File: src/rtl/ps2_paddle_quad_if.sv
// PS/2 pin and paddle-output bundle for ps2_paddle_quad.
// master: drives the PS/2 lines (keyboard side / bench) and observes the outputs.
// slave : the paddle block itself.
interface ps2_paddle_quad_if;
  logic ps2_clk;
  logic ps2_data;
  logic quadA;
  logic quadB;
  logic key_left;
  logic key_right;
  logic frame_err;

  modport master (
    output ps2_clk,
    output ps2_data,
    input  quadA,
    input  quadB,
    input  key_left,
    input  key_right,
    input  frame_err
  );

  modport slave (
    input  ps2_clk,
    input  ps2_data,
    output quadA,
    output quadB,
    output key_left,
    output key_right,
    output frame_err
  );
endinterface

File: src/rtl/ps2_paddle_quad.sv
// PS/2 keyboard front end for the Pong paddle. It receives scan codes and
// tracks the held state of the Left and Right arrow keys. From that it
// synthesises a quadrature pair, so the game's encoder input can be driven
// from a keyboard.
module ps2_paddle_quad #(
  parameter int STEP_DIV = 50000,
  parameter int TIMEOUT  = 5000
) (
  input logic               clk,
  input logic               reset_n,
  ps2_paddle_quad_if.slave  bus
);

  localparam int RW = $clog2(STEP_DIV);
  localparam int TW = $clog2(TIMEOUT + 1);

  typedef enum logic [1:0] {
    ST_IDLE   = 2'd0,
    ST_DATA   = 2'd1,
    ST_PARITY = 2'd2,
    ST_STOP   = 2'd3
  } state_e;

  // Odd parity: data bits plus parity bit must contain an odd number of ones.
  function automatic logic odd_parity_ok(input logic [7:0] data, input logic par);
    return ^{data, par};
  endfunction

  // Next Gray phase {A,B}; right walks 00-01-11-10, left walks the reverse.
  function automatic logic [1:0] quad_next(input logic [1:0] ph, input logic right);
    logic [1:0] nx;
    case (ph)
      2'b00:   nx = right ? 2'b01 : 2'b10;
      2'b01:   nx = right ? 2'b11 : 2'b00;
      2'b11:   nx = right ? 2'b10 : 2'b01;
      2'b10:   nx = right ? 2'b00 : 2'b11;
      default: nx = 2'b00;
    endcase
    return nx;
  endfunction

  // Synchronizers and fall-detect history (reset low so release never fakes a fall).
  logic ps2c_meta_q, ps2c_sync_q, ps2c_hist_q;
  logic ps2d_meta_q, ps2d_sync_q;
  logic fall_s;

  state_e        state_q, state_d;
  logic [2:0]    bit_cnt_q, bit_cnt_d;
  logic [7:0]    shift_q, shift_d;
  logic          par_q, par_d;
  logic [TW-1:0] tmo_q, tmo_d;
  logic          ext_q, ext_d;
  logic          brk_q, brk_d;
  logic          key_left_q, key_left_d;
  logic          key_right_q, key_right_d;
  logic          frame_err_q, frame_err_d;
  logic [RW-1:0] rate_q, rate_d;
  logic [1:0]    phase_q, phase_d;
  logic          byte_ok_s;
  logic          sole_s;

  // Two-flop synchronizers for both PS/2 pins plus one history flop on the clock.
  always_ff @(posedge clk or negedge reset_n) begin
    if (!reset_n) begin
      ps2c_meta_q <= 1'b0;
      ps2c_sync_q <= 1'b0;
      ps2c_hist_q <= 1'b0;
      ps2d_meta_q <= 1'b0;
      ps2d_sync_q <= 1'b0;
    end else begin
      ps2c_meta_q <= bus.ps2_clk;
      ps2c_sync_q <= ps2c_meta_q;
      ps2c_hist_q <= ps2c_sync_q;
      ps2d_meta_q <= bus.ps2_data;
      ps2d_sync_q <= ps2d_meta_q;
    end
  end

  assign fall_s = ps2c_hist_q & ~ps2c_sync_q;

  // Receiver FSM, timeout, and scan-code decoder next-state logic.
  always_comb begin
    state_d     = state_q;
    bit_cnt_d   = bit_cnt_q;
    shift_d     = shift_q;
    par_d       = par_q;
    tmo_d       = tmo_q;
    ext_d       = ext_q;
    brk_d       = brk_q;
    key_left_d  = key_left_q;
    key_right_d = key_right_q;
    frame_err_d = 1'b0;
    byte_ok_s   = 1'b0;

    if (fall_s) begin
      // A fall always beats a same-cycle timeout.
      tmo_d = {TW{1'b0}};
      case (state_q)
        ST_IDLE: begin
          if (!ps2d_sync_q) begin
            state_d   = ST_DATA;
            bit_cnt_d = 3'd0;
          end else begin
            state_d = ST_IDLE;
          end
        end
        ST_DATA: begin
          shift_d   = {ps2d_sync_q, shift_q[7:1]};
          bit_cnt_d = bit_cnt_q + 3'd1;
          if (bit_cnt_q == 3'd7) begin
            state_d = ST_PARITY;
          end else begin
            state_d = ST_DATA;
          end
        end
        ST_PARITY: begin
          par_d   = ps2d_sync_q;
          state_d = ST_STOP;
        end
        ST_STOP: begin
          state_d = ST_IDLE;
          if (ps2d_sync_q && odd_parity_ok(shift_q, par_q)) begin
            byte_ok_s = 1'b1;
          end else begin
            frame_err_d = 1'b1;
          end
        end
        default: begin
          state_d = ST_IDLE;
        end
      endcase
    end else if (state_q == ST_IDLE) begin
      tmo_d = {TW{1'b0}};
    end else if (tmo_q == TW'(TIMEOUT - 1)) begin
      state_d     = ST_IDLE;
      tmo_d       = {TW{1'b0}};
      frame_err_d = 1'b1;
    end else begin
      tmo_d = tmo_q + TW'(1);
    end

    if (byte_ok_s) begin
      if (shift_q == 8'hE0) begin
        ext_d = 1'b1;
      end else if (shift_q == 8'hF0) begin
        brk_d = 1'b1;
      end else begin
        if (ext_q && (shift_q == 8'h6B)) begin
          key_left_d = ~brk_q;
        end else begin
          key_left_d = key_left_q;
        end
        if (ext_q && (shift_q == 8'h74)) begin
          key_right_d = ~brk_q;
        end else begin
          key_right_d = key_right_q;
        end
        ext_d = 1'b0;
        brk_d = 1'b0;
      end
    end else if (frame_err_d) begin
      ext_d = 1'b0;
      brk_d = 1'b0;
    end else begin
      ext_d = ext_q;
      brk_d = brk_q;
    end
  end

  // Step-rate counter and phase advance; direction comes from the registered keys.
  always_comb begin
    rate_d  = rate_q;
    phase_d = phase_q;
    sole_s  = key_left_q ^ key_right_q;
    if (sole_s) begin
      if (rate_q == RW'(STEP_DIV - 1)) begin
        rate_d  = {RW{1'b0}};
        phase_d = quad_next(phase_q, key_right_q);
      end else begin
        rate_d  = rate_q + RW'(1);
        phase_d = phase_q;
      end
    end else begin
      rate_d  = {RW{1'b0}};
      phase_d = phase_q;
    end
  end

  // State registers for receiver, decoder, keys and quadrature generator.
  always_ff @(posedge clk or negedge reset_n) begin
    if (!reset_n) begin
      state_q     <= ST_IDLE;
      bit_cnt_q   <= 3'd0;
      shift_q     <= 8'h00;
      par_q       <= 1'b0;
      tmo_q       <= {TW{1'b0}};
      ext_q       <= 1'b0;
      brk_q       <= 1'b0;
      key_left_q  <= 1'b0;
      key_right_q <= 1'b0;
      frame_err_q <= 1'b0;
      rate_q      <= {RW{1'b0}};
      phase_q     <= 2'b00;
    end else begin
      state_q     <= state_d;
      bit_cnt_q   <= bit_cnt_d;
      shift_q     <= shift_d;
      par_q       <= par_d;
      tmo_q       <= tmo_d;
      ext_q       <= ext_d;
      brk_q       <= brk_d;
      key_left_q  <= key_left_d;
      key_right_q <= key_right_d;
      frame_err_q <= frame_err_d;
      rate_q      <= rate_d;
      phase_q     <= phase_d;
    end
  end

  assign bus.quadA     = phase_q[1];
  assign bus.quadB     = phase_q[0];
  assign bus.key_left  = key_left_q;
  assign bus.key_right = key_right_q;
  assign bus.frame_err = frame_err_q;

endmodule

File: src/flat_wrapper.sv
// flat-port wrapper written by rule: the top's interface ports become plain ports
module ps2_paddle_quad_flat 
#(
  parameter int STEP_DIV = 50000,
  parameter int TIMEOUT  = 5000
)
  (clk, reset_n, bus_ps2_clk, bus_ps2_data, bus_quadA, bus_quadB, bus_key_left, bus_key_right, bus_frame_err);
  ps2_paddle_quad_if bus_i ();
  input logic clk;
  input logic reset_n;
  input wire logic [$bits(bus_i.ps2_clk)-1:0] bus_ps2_clk;
  input wire logic [$bits(bus_i.ps2_data)-1:0] bus_ps2_data;
  output wire logic [$bits(bus_i.quadA)-1:0] bus_quadA;
  output wire logic [$bits(bus_i.quadB)-1:0] bus_quadB;
  output wire logic [$bits(bus_i.key_left)-1:0] bus_key_left;
  output wire logic [$bits(bus_i.key_right)-1:0] bus_key_right;
  output wire logic [$bits(bus_i.frame_err)-1:0] bus_frame_err;
  assign bus_i.ps2_clk = bus_ps2_clk;
  assign bus_i.ps2_data = bus_ps2_data;
  assign bus_quadA = bus_i.quadA;
  assign bus_quadB = bus_i.quadB;
  assign bus_key_left = bus_i.key_left;
  assign bus_key_right = bus_i.key_right;
  assign bus_frame_err = bus_i.frame_err;
  ps2_paddle_quad #(.STEP_DIV(STEP_DIV), .TIMEOUT(TIMEOUT)) u_core (.clk(clk), .reset_n(reset_n), .bus(bus_i));
endmodule
File: config.mk
export PLATFORM = sky130hd
export DESIGN_NAME = ps2_paddle_quad_flat
export DESIGN_NICKNAME = d
export VERILOG_FILES = /design/src/rtl/ps2_paddle_quad_if.sv /design/src/rtl/ps2_paddle_quad.sv /design/src/flat_wrapper.sv
export SDC_FILE = /design/constraint.sdc
export NUM_CORES = 1
export LEC_CHECK = 0
export BUFFER_PORTS_ARGS = -buffer_cell sky130_fd_sc_hd__buf_2
export CAP_MARGIN = 40
export CELL_PAD_IN_SITES_DETAIL_PLACEMENT = 0
export CELL_PAD_IN_SITES_GLOBAL_PLACEMENT = 1
export CORE_ASPECT_RATIO = 1.2
export CORE_MARGIN = 4
export CORE_UTILIZATION = 35
export DETAILED_ROUTE_END_ITERATION = 16
export GPL_TIMING_DRIVEN = 0
export PLACE_DENSITY_LB_ADDON = 0.08
export SLEW_MARGIN = 30
export SYNTH_ARGS = -nofsm -noshare
export SYNTH_HDL_FRONTEND = slang
export SYNTH_SLANG_ARGS = --single-unit
export TNS_END_PERCENT = 5
File: constraint.sdc
create_clock -name clk -period 2.4 [get_ports clk]
set_clock_uncertainty 0.05 [all_clocks]
set_input_delay 0.6 -clock clk [delete_from_list [all_inputs] [get_ports clk]]
set_output_delay 0.6 -clock clk [all_outputs]
set_load 0.005 [all_outputs]
==> results by group <==
Floorplan
  • Die area: between 8000 and 9000 µm²
  • Die Ht: 103 µm
  • CORE AREA: 7270 µm²
  • Die W: about 87 µm
  • Initial Utilization: a little over a third
  • Ports: 9
  • FP Rows: 34

Critical path
  • Worst EP arrival: between 2 and 2.5 ns
  • Worst setup startpoint: u_core.shift_q[4]$_DFFE_PN0P_
  • CP bufs+invs: 0
  • Startpoint Class: flop
  • R2r startpoint: u_core.shift_q[4]$_DFFE_PN0P_
  • Slowest cell on the critical path: xnor3_2
  • Critical Path RT: 2.58 ns
  • Crit Path Max Fanout: 6
  • Critical setup path kind: reg -> reg
  • Crit. End Element: flop
  • Crit-path max cell delay: about 0.49 ns
  • Critical-path cell list: xor2_1 -> xnor3_2 -> xnor2_4 -> nor4_1 -> mux2i_1
  • Cell family with most CP delay: XOR/XNOR gates

GRT
  • Overall global routing resource usage: between 10% and 20%
  • First-pass GRT wire length: roughly 8.6 mm
  • Pin count of the biggest net entering global routing: 56
  • GRT overflow: 0
  • Vias in the first global route: around 1.8k
  • Initial antenna violation count: 0

Synth
  • Post-Syn Area: between 2000 and 3000 µm²
  • Compound-Gate Fraction of Synth Area: 7.22%
  • Largest family of logic cells by synthesized area: simple AND/OR/NAND/NOR gates
  • Post-synthesis register bit count: 55
  • Top FF cell, synth: dfrtp_1
  • Syn_area_per_cell: around 11 µm²
  • Synth Instances: around 240
  • Mux cell area share after synthesis: 4.64%
  • Post-synth ARST share: 100%
  • Synthesized-area fraction occupied by adder cells: 1.91%
  • Synth Warn #: 0
  • Simple-Gate Fraction of Synth Area: 20.1%
  • Sequential fraction of the synthesis area: between 50 and 60%
  • Synth Area in XOR/XNOR: 12.0%
  • Post-Syn Nets: roughly 250
  • Synth cell types: 38
  • Number of flops mapped to enable cells by yosys: 0

CTS
  • CTS tree: yes
  • Root Buffer: clkbuf_8
  • H-tree depth: 2
  • # hold bufs at CTS: 0
  • CTS clk-pin slew, worst paths: 0.10 ns
  • CTS max path bufs: 2
  • Sink Count: 55
  • Clk_lat worst skew: ~0.30 ns
  • Inserted Clock Buffers: 5

Pwr
  • P per Cell Area: roughly 770 nW/µm²
  • Worst ir drop on vdd: around 0.43 mV
  • Static leakage: between 1 and 1.5 nW

Placement
  • Port Buffers: 8
  • Dpl hpwl: about 3.2 mm
  • Gpl congestion: between 0.7 and 0.8
  • Area post-placement: approximately 2800 µm²

Route
  • First DRT Iteration DRCs: 78
  • DRC Markers: 0
  • Routed wire length per instance: roughly 13 µm
  • Vias per cell: 4.98
  • Post-Route WL: roughly 4.7 mm
  • Total iterations of the first detailed-routing run: 4
  • Via count: ~1.7k
  • Detail Route Antenna Nets: 0

STA
  • FMAX: 0.493 GHz
  • Min cycle time layout: ~2 ns
  • RSZ-0062 raised after global routing: false
  • Setup_tns: 0 ns
  • Final Cycle Share: between 80% and 90%
  • Hold Vio Cnt, Final: 0
  • Relative slew slack: a little over half
  • Final Setup Violations: 0
  • Worst-margin pin slew: about 0.7 ns
  • Slew Limit Fails: 0

Layout
  • Area Overhead vs Synth: 9.18%
  • Antenna Cells: 0
  • Final net count: approximately 260
  • Finished layout cell area: about 2900 µm²
  • Layout cells sized above 1: 12.5%

Status
  • Status: finished, final reports clean

Worst hold path
  • Worst Hold Class: in -> async

Flow run
  • # Max-Cap Violations: 0
[registers in the layout, summed over array words and instances (netlist names), 2 cells and up]
signal            count
u_core.tmo_q         13
u_core.shift_q        8
u_core.phase_q        2
u_core.rate_q        16
u_core.state_q        2
u_core.bit_cnt_q      3
[through the flow]
step / utilization, % / setup WS [ns] / std cells / hold slack [ns] / power (mW)
finish: 39.3 / 0.373 / 346 / 0.260 / 2.19
global route: 39.3 / 0.168 / 346 / 0.325 / 2.33
CTS: 39.3 / 0.191 / 347 / 0.313 / 2.24
detailed placement: 38.1 / 0.203 / 339 / 0.289 / 1.71
global placement: 38.1 / 0.167 / 339 / 0.282 / 1.71
floorplan: - / 0.525 / 241 / 0.254 / 1.59
[layout make-up]
class / count / area (µm²)
tap: 90 / 113
fill: 739 / 4420
sequential: 55 / 1380
clock buffer: 5 / 68.8
multi-input combinational: 175 / 1200
buffer: 4 / 15.0
clock inverter: 3 / 20.0
inverter: 6 / 22.5
timing repair buffer: 8 / 42.5
[synth_stat cells (2+ instances only)]
| cell | n | area (µm²) |
|---|---|---|
| and4_1 | 2 | 17.5 |
| nor3_1 | 3 | 15.0 |
| o21ai_0 | 9 | 45.0 |
| or2_2 | 2 | 12.5 |
| nor3b_1 | 2 | 15.0 |
| a22o_1 | 3 | 26.3 |
| nor2_1 | 39 | 146 |
| nand3_1 | 6 | 30.0 |
| nand2_1 | 16 | 60.1 |
| xor2_1 | 14 | 123 |
| mux2_2 | 9 | 101 |
| nand2b_1 | 3 | 18.8 |
| and3_1 | 12 | 75.1 |
| dfrtp_1 | 55 | 1380 |
| or3_1 | 3 | 18.8 |
| nor4b_1 | 2 | 17.5 |
| a21oi_1 | 3 | 15.0 |
| nand4_1 | 7 | 43.8 |
| xnor2_1 | 14 | 123 |
| mux2i_1 | 2 | 20.0 |
| nor4_1 | 3 | 18.8 |
| o31ai_1 | 3 | 22.5 |
| inv_1 | 6 | 22.5 |
| nor4bb_1 | 3 | 30.0 |
| ha_1 | 4 | 50.1 |
| clkbuf_1 | 4 | 15.0 |
[layer usage]
metal / track usage, % / share of wire, %
met5: 0 / 0
met4: 4.32 / 1.7
met3: 2.48 / 2.8
met2: 19.5 / 47
met1: 15.9 / 49
[cells in the final DEF (no fill, tap or decap), types with 4 or more instances in the layout]
cell / Yosys / routed
and3_1: 12 / 12
buf_2: 0 / 7
clkbuf_8: 0 / 5
dfrtp_1: 55 / 55
ha_1: 4 / 4
inv_1: 6 / 6
mux2_2: 9 / 9
nand2_1: 16 / 16
nand3_1: 6 / 6
nand4_1: 7 / 7
nor2_1: 39 / 39
o21ai_0: 9 / 9
xnor2_1: 14 / 14
xor2_1: 14 / 14
[cell families (layout without fill, tap and decap cells)]
kind of cell,after synthesis,in the layout
DFF,55,55
xor gates and xnor gates,31,31
adders and majority gates,4,4
buffers and inverters,11,26
AOI/OAI and AO/OA,25,25
muxes,11,11
and+or+nand+nor,104,104
[final timing paths]
path / to / cells past startpoint / slack (ns)
worst max register to register: u_core.bus.key_left$_DFFE_PN0P_ / 5 / 0.37
worst min-delay path: u_core.rate_q[13]$_DFF_PN0_ / 1 / 0.26
min in group clk: u_core.ps2c_sync_q$_DFF_PN0_ / 0 / 0.31
worst max-delay path: u_core.bus.key_left$_DFFE_PN0P_ / 5 / 0.37
max in group asynchronous: u_core.tmo_q[12]$_DFF_PN0_ / 1 / 1.53
worst min register to register: u_core.ps2c_sync_q$_DFF_PN0_ / 0 / 0.31
[power breakdown]
group / internal, mW / switching, mW / leakage, nW
Clock: 0.204 / 0.305 / 0.0402
Sequential: 1.00 / 0.0953 / 0.745
Combinational: 0.312 / 0.268 / 0.458
Total: 1.52 / 0.668 / 1.24
[repair_timing]
action                     CTS  global route
setup buffers                0             0
setup endpoints to repair    0             4
resized for setup            0             0
(Power assumes the default switching activity.)
